### config.mk
export PLATFORM = sky130hd
export DESIGN_NAME = deser_16
export DESIGN_NICKNAME = d
export VERILOG_FILES = /design/src/rtl/deser_16.sv
export SDC_FILE = /design/constraint.sdc
export NUM_CORES = 1
export LEC_CHECK = 0
export CAP_MARGIN = 20
export CORE_ASPECT_RATIO = 0.8
export CORE_MARGIN = 5
export CORE_UTILIZATION = 50
export CTS_CLUSTER_DIAMETER = 80
export DETAILED_ROUTE_END_ITERATION = 6
export HOLD_SLACK_MARGIN = 0.08
export PLACE_DENSITY_LB_ADDON = 0.15
export SYNTH_ARGS = -nofsm -noshare
export SYNTH_HDL_FRONTEND = slang
export SYNTH_SLANG_ARGS = --single-unit
### constraint.sdc
create_clock -name i_clk -period 23 [get_ports i_clk]
set_input_delay 5.75 -clock i_clk [delete_from_list [all_inputs] [get_ports i_clk]]
set_output_delay 5.75 -clock i_clk [all_outputs]
set_load 0.02 [all_outputs]
### src/rtl/deser_16.sv
// -----------------------------------------------------------------------------
// deser_16 : sixteen-lane word deserializer
//
// Packs a stream of W-bit words, in arrival order, into one N*W-bit frame.
// Lane k of the frame lives in o_out_data[W*k +: W], matching the select
// value k of the companion 16-to-1 lane mux.
//
// Ports
//   i_clk        rising-edge clock
//   i_rst        asynchronous active-high reset
//   i_clear      synchronous abort of the frame being assembled
//   i_in_valid   i_in_data carries a word
//   o_in_ready   a word is accepted this cycle when i_in_valid is also high
//   i_in_data    input word (W bits)
//   o_out_valid  a complete frame is held on o_out_data
//   i_out_ready  consumer takes the frame this cycle
//   o_out_data   assembled frame (N*W bits)
//   o_lane       lane the next accepted word will fill
// -----------------------------------------------------------------------------
module deser_16 #(
  parameter int W = 16,
  parameter int N = 16
) (
  input  logic                   i_clk,
  input  logic                   i_rst,
  input  logic                   i_clear,
  input  logic                   i_in_valid,
  output logic                   o_in_ready,
  input  logic [W-1:0]           i_in_data,
  output logic                   o_out_valid,
  input  logic                   i_out_ready,
  output logic [N*W-1:0]         o_out_data,
  output logic [$clog2(N)-1:0]   o_lane
);

  localparam int LW = $clog2(N);

  typedef enum logic {
    S_FILL = 1'b0,
    S_FULL = 1'b1
  } state_t;

  state_t          r_state;
  state_t          w_state_nxt;
  logic [LW-1:0]   r_lane;
  logic [LW-1:0]   w_lane_nxt;
  logic [N*W-1:0]  r_data;
  logic            w_wr_en;
  logic            w_in_ready;
  logic            w_accept;

  // The only combinational input-to-output path: ready follows out_ready
  // while a frame is held.
  assign w_in_ready = (r_state == S_FILL) || i_out_ready;
  assign w_accept   = i_in_valid && w_in_ready;

  // State and lane pointer register.
  always_ff @(posedge i_clk or posedge i_rst) begin
    if (i_rst) begin
      r_state <= S_FILL;
      r_lane  <= {LW{1'b0}};
    end else begin
      r_state <= w_state_nxt;
      r_lane  <= w_lane_nxt;
    end
  end

  // Next-state, next-lane and lane write enable.
  always_comb begin
    w_state_nxt = r_state;
    w_lane_nxt  = r_lane;
    w_wr_en     = 1'b0;
    if (i_clear) begin
      // Abort wins over both handshakes; the presented word is dropped.
      w_state_nxt = S_FILL;
      w_lane_nxt  = {LW{1'b0}};
    end else begin
      case (r_state)
        S_FILL: begin
          if (w_accept) begin
            w_wr_en = 1'b1;
            if (r_lane == LW'(N - 1)) begin
              w_lane_nxt  = {LW{1'b0}};
              w_state_nxt = S_FULL;
            end else begin
              w_lane_nxt  = r_lane + LW'(1);
            end
          end else begin
            w_state_nxt = S_FILL;
          end
        end
        S_FULL: begin
          if (i_out_ready) begin
            w_state_nxt = S_FILL;
            if (w_accept) begin
              // Back-to-back: r_lane is 0 here, so this word opens the
              // next frame in lane 0 without a bubble.
              w_wr_en    = 1'b1;
              w_lane_nxt = LW'(1);
            end else begin
              w_lane_nxt = {LW{1'b0}};
            end
          end else begin
            w_state_nxt = S_FULL;
          end
        end
        default: begin
          w_state_nxt = S_FILL;
          w_lane_nxt  = {LW{1'b0}};
        end
      endcase
    end
  end

  // Frame storage: lanes are overwritten in place, never bulk-cleared
  // except by reset.
  always_ff @(posedge i_clk or posedge i_rst) begin
    if (i_rst) begin
      r_data <= {(N*W){1'b0}};
    end else begin
      for (int k = 0; k < N; k++) begin
        if (w_wr_en && (r_lane == LW'(k))) begin
          r_data[W*k +: W] <= i_in_data;
        end
      end
    end
  end

  assign o_in_ready  = w_in_ready;
  assign o_out_valid = (r_state == S_FULL);
  assign o_out_data  = r_data;
  assign o_lane      = r_lane;

endmodule
**Yosys cells after proc, flatten, opt, wreduce, memory -nomap -nowiden**

Index checks and enable logic that the tools add are counted.

- Register bits: 261
- Input port bits: 21
- Output and inout bits: 262
- Logic and storage cells: 72

- Add/subtract/negate cells: 1
- Equal/unequal tests: 17
- Mux-type cells: 15
- Bitwise logic cells: 1
- Reduce and logical (&&, ||, !) cells: 20

Operators by type and width:

| operator | number |
|---|---|
| $eq 4x4->1 const B | 8 |
| $logic_and 1x1->1 | 17 |
| $eq 4x3->1 const B | 4 |
| $mux 4 | 4 |
| $eq 4x2->1 const B | 2 |
| $mux 1 | 8 |
| $pmux 4 s2 | 1 |
| $ne 3x3->1 const B | 2 |
| $add 4x1->4 const B | 1 |
| $eq 4x1->1 const B | 1 |
| $logic_not 4->1 | 1 |
| $pmux 1 s2 | 2 |
| $reduce_and 2->1 | 1 |
| $logic_or 1x1->1 | 1 |
| $not 1->1 | 1 |

**Logic depth before layout (Yosys ltp)**

Gate-level depths: netlist of run 1.

- Word-level depth: 8
- Gate-level depth with buffers: 7
- Gate-level depth less buffers: 5

**Worst setup path before layout of run 1**

Ideal clock, no wire load.

- Kind: input to output
- Start: input i_out_ready
- End: output o_in_ready
- Arrival: 6.291 ns
- Data required time: 17.250 ns
- Setup slack: 10.959 ns
- Cell stages on the path: 3
- Path buffers: 1
- Cell sequence: nor2b_1 -> buf_6 -> clkinv_1

- Longest elaborated chain between the ends: 1

Ends and longest elaborated chain:

| what | RTL line | RTL |
|---|---|---|
| start: declaration | 31 | `input logic i_out_ready,` |
| $logic_or 1x1->1 | 54 | `assign w_in_ready = (r_state == S_FILL) \|\| i_out_ready;` |
| end: declaration | 28 | `output logic o_in_ready,` |

Every way passes these cells.

**Worst setup path after layout of run 1**

Ends and elaborated chain as after synthesis.

==> results by group, run 1 <==
Outcome
  – Outcome: complete, no violations

Cells and area
  – Final antenna diode count: 0
  – Commonest non-fill, non-tap cell in the layout: clkdlybuf4s50_1
  – # nets final: 921
  – Post-layout util: a little over two thirds
  – Share of layout cells above drive strength 1: 35.8%
  – Most frequent cells in the layout: clkdlybuf4s50_1, dfrtp_1, mux2_2
  – Area Growth Syn to Fin: 37.7%

Power
  – Leak Pwr: approximately 6.5 nW
  – Worst-case vdd ir drop: 0.0626 mV
  – Power Density: about 80 nW/um^2

Clock tree
  – CTS Buffer Depth: 3
  – Clk_lat worst skew: 0.51 ns
  – Clock tree root buffer cell: clkbuf_16
  – TritonCTS clock tree: built
  – H-tree levels: 1
  – CTS-repair resized insts: 0
  – Clock Sinks: ~260
  – Post-CTS Hold Buffers: 0
  – Setup bufs post-CTS: 0
  – Clock-pin slew on the worst setup and hold paths: 0.06 ns
  – TritonCTS Buffers: 26

Die
  – Die Height: 139 um
  – Num rows: 47
  – Initial Util: roughly half
  – Die area: roughly 24000 um^2
  – Die width: approximately 170 um
  – Ports: 283
  – Area of the core: 20600 um^2

Setup path
  – R2R cell count: 5
  – Worst Path Required: around 17 ns
  – CP arrival: just under 8 ns
  – Critical-path maximum fanout: 14
  – Capturing point of the worst reg2reg path: o_out_data[6]
  – Critical R2R Launch: o_out_valid
  – Crit Path Category: in2out
  – Crit. End Element: primary output
  – CP Launch Type: primary input
  – Flop-to-flop setup slack: 20.53 ns

Route
  – Violation count after the first detailed-routing iteration: 446
  – Post-route ant nets: 0
  – DR top layer: met4
  – Met3 WL: ~2.7 mm
  – Met1 Wirelength: 11.1 mm
  – DR vias/cell: 5.30
  – DRT Wirelength: 26.3 mm
  – WL met2: about 12 mm
  – DRC viols: 0
  – Wirelength per Cell: roughly 22 um
  – Pre-Repair DR Iteration Count: 4
  – Vias: 6275

GRT
  – Initial antenna violation count: 0
  – GRT Overall Usage: 21.9%
  – GR Overflow Total: 0
  – Largest net degree at the start of global routing: 100
  – Global-route wire length before repair: just over 40 mm
  – Vias in the first global route: slightly below 7000

Hold path
  – Worst min path class: reg2reg
  – Hold_sp: o_out_data[204]
  – Hold depth: 1
  – Hold worst-path end: o_out_data[204]

Placed design
  – # port buffers: 282
  – GPL Wtd Cong: 0.843
  – Placed wire-length estimate: 18.6 mm

STA
  – Worst Clk Skew: 0.0119 ns
  – RSZ-0062 raised after global routing: no
  – Final Hold Violating Endpoints: 0
  – Fmax: 74.3 MHz
  – Final setup vio count: 0
  – Setup TNS: 0 ns
  – Final min period: 13.46 ns
  – Final number of max-transition violations: 0
  – Fin crit share: 58.5%
  – Slew @ Worst Pin: 1.05 ns
  – Slew headroom: between 20% and 30%

Yosys
  – Yosys Warn Count: 0
  – Mux share of post-synthesis cell area: 29.6%
  – Post-synthesis compound-gate area fraction: 0.624%
  – Post-synthesis adder-cell area fraction: 0.480%
  – Distinct cells, synth: 31
  – Synth Area in XOR/XNOR: 0%
  – Syn Std Cell Area: 10400 um^2
  – Yosys reg bits: 261
  – Seq/Total Area, Yosys: 62.6%
  – Synth Area in Simple Gates: between 3 and 4%
  – Post-Syn Nets: 640
  – Mapped Cells: 615
  – Mean post-synth cell area: approximately 17 um^2
  – Largest family of logic cells by synthesized area: multiplexers

Flow run
  – Max Cap Viol: 0
through the flow:
| stage | instance area [um^2] | hold slack [ns] | power (W) | cells | setup slack [ns] |
|---|---|---|---|---|---|
| 2_1_floorplan | 10400 | 0.609 | 0.000624 | 615 | 10.07 |
| 3_3_place_gp | 13400 | 0.474 | 0.000725 | 1135 | 9.63 |
| 3_5_place_dp | 13400 | 0.475 | 0.000731 | 1135 | 9.56 |
| 4_1_cts | 14300 | 0.490 | 0.00117 | 1181 | 9.56 |
| 5_1_grt | 14400 | 0.515 | 0.00120 | 1183 | 9.50 |
| 6_report | 14400 | 0.485 | 0.00115 | 1183 | 9.54 |
cells by family after synthesis:
| family | after synthesis |
|---|---|
| AND/OR/NAND/NOR | 35 |
| adder cells (fa/ha/maj) | 4 |
| AO/OA/AOI/OAI | 10 |
| buffers and inverters | 47 |
| multiplexers | 258 |
| flip-flops | 261 |
routing by layer:
metal,up-vias,track usage [%]
met5,-,0
met4,0,4.75
met3,38,7.72
met2,241,33.8
met1,3244,30.2
li1,2752,-
critical path: stages:
cell,delay [ns]
clkdlybuf4s50_1,0.51
nor2b_2,0.16
buf_4,0.35
clkinv_1,0.30
clkdlybuf4s50_1,0.63
registers in the layout, summed over array words and instances (netlist names):
name and count:
o_out_data 256, o_lane 4, o_out_valid 1
how the worst max path moves through the flow:
stage                           start          to  slack, ns
final                     i_out_ready  o_in_ready       9.54
after global routing      i_out_ready  o_in_ready       9.50
after CTS                 i_out_ready  o_in_ready       9.56
after detailed placement  i_out_ready  o_in_ready       9.56
after global placement    i_out_ready  o_in_ready       9.63
after floorplan                 i_rst   o_lane[0]      10.07
layout make-up:
type / instances / area, um^2
clock inverter: 8 / 93.8
tap: 269 / 337
multi-input combinational: 307 / 3620
timing repair buffer: 294 / 2950
inverter: 6 / 30.0
sequential: 261 / 6530
fill: 1388 / 6220
clock buffer: 38 / 797
power by group:
group / total [W] / internal, W / switching (W)
Sequential: 0.000519 / 0.000498 / 0.0000212
Clock: 0.000432 / 0.000262 / 0.000170
Combinational: 0.000202 / 0.0000994 / 0.000103
Yosys cell counts:
library cell,number,area [um^2]
dfrtp_1,261,6530
mux2_2,203,2290
mux2_4,50,751
clkbuf_1,18,67.6
buf_2,10,50.1
buf_6,8,90.1
nor4b_4,8,190
nand3_1,6,30.0
a21oi_1,5,25.0
inv_1,5,18.8
buf_4,4,30.0
ha_1,4,50.1
nand4_2,4,50.1
nor3_4,4,65.1
mux2_1,3,33.8
nand2_1,3,11.3
nor2_1,3,11.3
mux2i_1,2,20.0
nand2b_1,2,12.5
a221oi_1,1,8.76
and2b_1,1,7.51
buf_12,1,20.0
clkinv_1,1,3.75
nand2b_4,1,13.8
nand3b_1,1,7.51
nor2b_1,1,6.26
o2111ai_1,1,8.76
o21ai_0,1,5.00
o22a_1,1,8.76
o41ai_1,1,8.76
or3_1,1,6.26
Note: power is estimated with default switching activity, not from simulation.
==> run 2: changes to the inputs <==
--- a/config.mk
+++ b/config.mk
@@ -8,7 +8,7 @@
 export CAP_MARGIN = 20
 export CORE_ASPECT_RATIO = 0.8
 export CORE_MARGIN = 5
-export CORE_UTILIZATION = 50
+export CORE_UTILIZATION = 44
 export CTS_CLUSTER_DIAMETER = 80
 export DETAILED_ROUTE_END_ITERATION = 6
 export HOLD_SLACK_MARGIN = 0.08
==> constraint.sdc (replaced) <==
create_clock -name i_clk -period 11.8 [get_ports i_clk]
set_input_delay 2.95 -clock i_clk [delete_from_list [all_inputs] [get_ports i_clk]]
set_output_delay 2.95 -clock i_clk [all_outputs]
set_load 0.02 [all_outputs]
==> results by group, run 2 (synthesis results as in run 1) <==
Hold path
  – Hold depth: 1
  – Worst min path class: reg2reg

Cells and area
  – Commonest non-fill, non-tap cell in the layout: clkdlybuf4s50_1
  – Post-Layout Inst Area: about 14000 um^2
  – Share of layout cells above drive strength 1: 36.0%
  – # nets final: 922
  – Final antenna diode count: 0
  – Post-layout util: between 60% and 70%
  – Most frequent cells in the layout: clkdlybuf4s50_1, dfrtp_1, mux2_2
  – Flip-flop count of the largest register after layout: ~260
  – Finished Layout Cells: approximately 1200
  – Area Growth Syn to Fin: 38.6%

STA
  – Fmax: ~130 MHz
  – Final Hold Violating Endpoints: 0
  – Final setup vio count: 0
  – Slew @ Worst Pin: ~1.0 ns
  – Slew headroom: 30.1%
  – Final min period: 7.80 ns
  – RSZ-0062 raised after global routing: no
  – Setup TNS: 0 ns
  – Final number of max-transition violations: 0
  – Fin crit share: 66.1%
  – Worst Clk Skew: 0.00829 ns

Power
  – Worst-case vdd ir drop: ~0.12 mV
  – Power Density: 159 nW/um^2
  – Overall power consumption: 0.00230 W
  – Leak Pwr: 6.55 nW

GRT
  – Vias in the first global route: 6901
  – Largest net degree at the start of global routing: 101
  – GRT Overall Usage: ~20%
  – GR Overflow Total: 0
  – Global-route wire length before repair: 42.5 mm
  – Initial antenna violation count: 0

Setup path
  – R2R cell count: 4
  – Top Family by Delay on Critical Path: buffers and inverters
  – CP arrival: between 4 and 5 ns
  – Flop-to-flop setup slack: 9.39 ns
  – CP Launch Type: primary input
  – Cell Chain, Critical Path: clkdlybuf4s50_1, nor2b_2, buf_4, clkinv_1, clkdlybuf4s50_1
  – CP max stage delay: between 0.6 and 0.7 ns
  – CP bufs+invs: 4
  – Crit Path Category: in2out
  – Worst Path Required: between 8 and 9 ns
  – Critical-path maximum fanout: 14
  – Stages on worst setup path: 5
  – Crit. End Element: primary output
  – Slowest cell on crit path: clkdlybuf4s50_1
  – Most Frequent Cell on Critical Path: clkdlybuf4s50_1

Route
  – DR vias/cell: 5.06
  – DRC viols: 0
  – Violation count after the first detailed-routing iteration: 302
  – DRT Wirelength: roughly 27 mm
  – Vias: 6218
  – Wirelength per Cell: 22.0 um
  – Post-route ant nets: 0
  – Pre-Repair DR Iteration Count: 4

Die
  – Area of the core: 23400 um^2
  – Initial Util: about 45%
  – Die Height: 148 um
  – Die area: 26900 um^2
  – Ports: 283
  – Die width: 182 um
  – Num rows: 50

Clock tree
  – TritonCTS Buffers: 27
  – Clock tree root buffer cell: clkbuf_16
  – H-tree levels: 1
  – Clk_lat worst skew: 0.52 ns
  – CTS Buffer Depth: 3
  – Clock-pin slew on the worst setup and hold paths: 0.06 ns
  – TritonCTS clock tree: built
  – Clock Sinks: around 260
  – CTS-repair resized insts: 0
  – Setup bufs post-CTS: 0
  – Post-CTS Hold Buffers: 0

Placed design
  – Placed Cells: 1178
  – Area after DPL: about 13000 um^2
  – # port buffers: 282
  – GPL Wtd Cong: about 0.8
  – Placed wire-length estimate: 19.0 mm

Outcome
  – Outcome: complete, no violations

Flow run
  – Max Cap Viol: 0
run 2: through the flow:
| step | hold WS (ns) | worst slack, ns |
|---|---|---|
| 2_1_floorplan | 0.609 | 1.67 |
| 4_1_cts | 0.507 | 4.00 |
| 6_report | 0.502 | 4.00 |
| 3_5_place_dp | 0.493 | 4.00 |
| 3_3_place_gp | 0.473 | 4.03 |
| 5_1_grt | 0.514 | 3.92 |
run 2: worst register-to-register path, delay by kind of cell (launching register included):
family | cells | cell delay, ns
multiplexers | 1 | 0.43
flip-flops | 1 | 0.49
AND/OR/NAND/NOR | 2 | 1.03
adder cells (fa/ha/maj) | 1 | 0.36
run 2: per-layer routing:
layer	up-vias	global-route usage [%]	routed length (um)
met5	-	0	0
met4	0	3.41	484
met3	28	7.58	2520
met2	207	31.1	12200
met1	3228	27.5	11900
li1	2755	-	-
run 2: power breakdown:
group	internal [W]	switching, W
logic	0.000193	0.000201
clock network	0.000551	0.000344
registers	0.000970	0.0000415
run 2: area by class of cell:
| class | count | area, um^2 |
|---|---|---|
| clock buffer | 37 | 783 |
| clock inverter | 12 | 166 |
| fill | 1779 | 8940 |
| inverter | 6 | 30.0 |
| multi-input combinational | 307 | 3620 |
| sequential | 261 | 6530 |
| tap | 312 | 390 |
| timing repair buffer | 294 | 2940 |
run 2: worst paths after layout:
path,from,to
setup / recovery,i_out_ready,o_in_ready
hold / removal,o_out_data[39],o_out_data[39]
setup reg to reg,o_lane[1],o_out_data[243]
hold reg to reg,o_out_data[39],o_out_data[39]
max in group asynchronous,i_rst,o_out_data[119]
min in group asynchronous,i_rst,o_out_data[220]
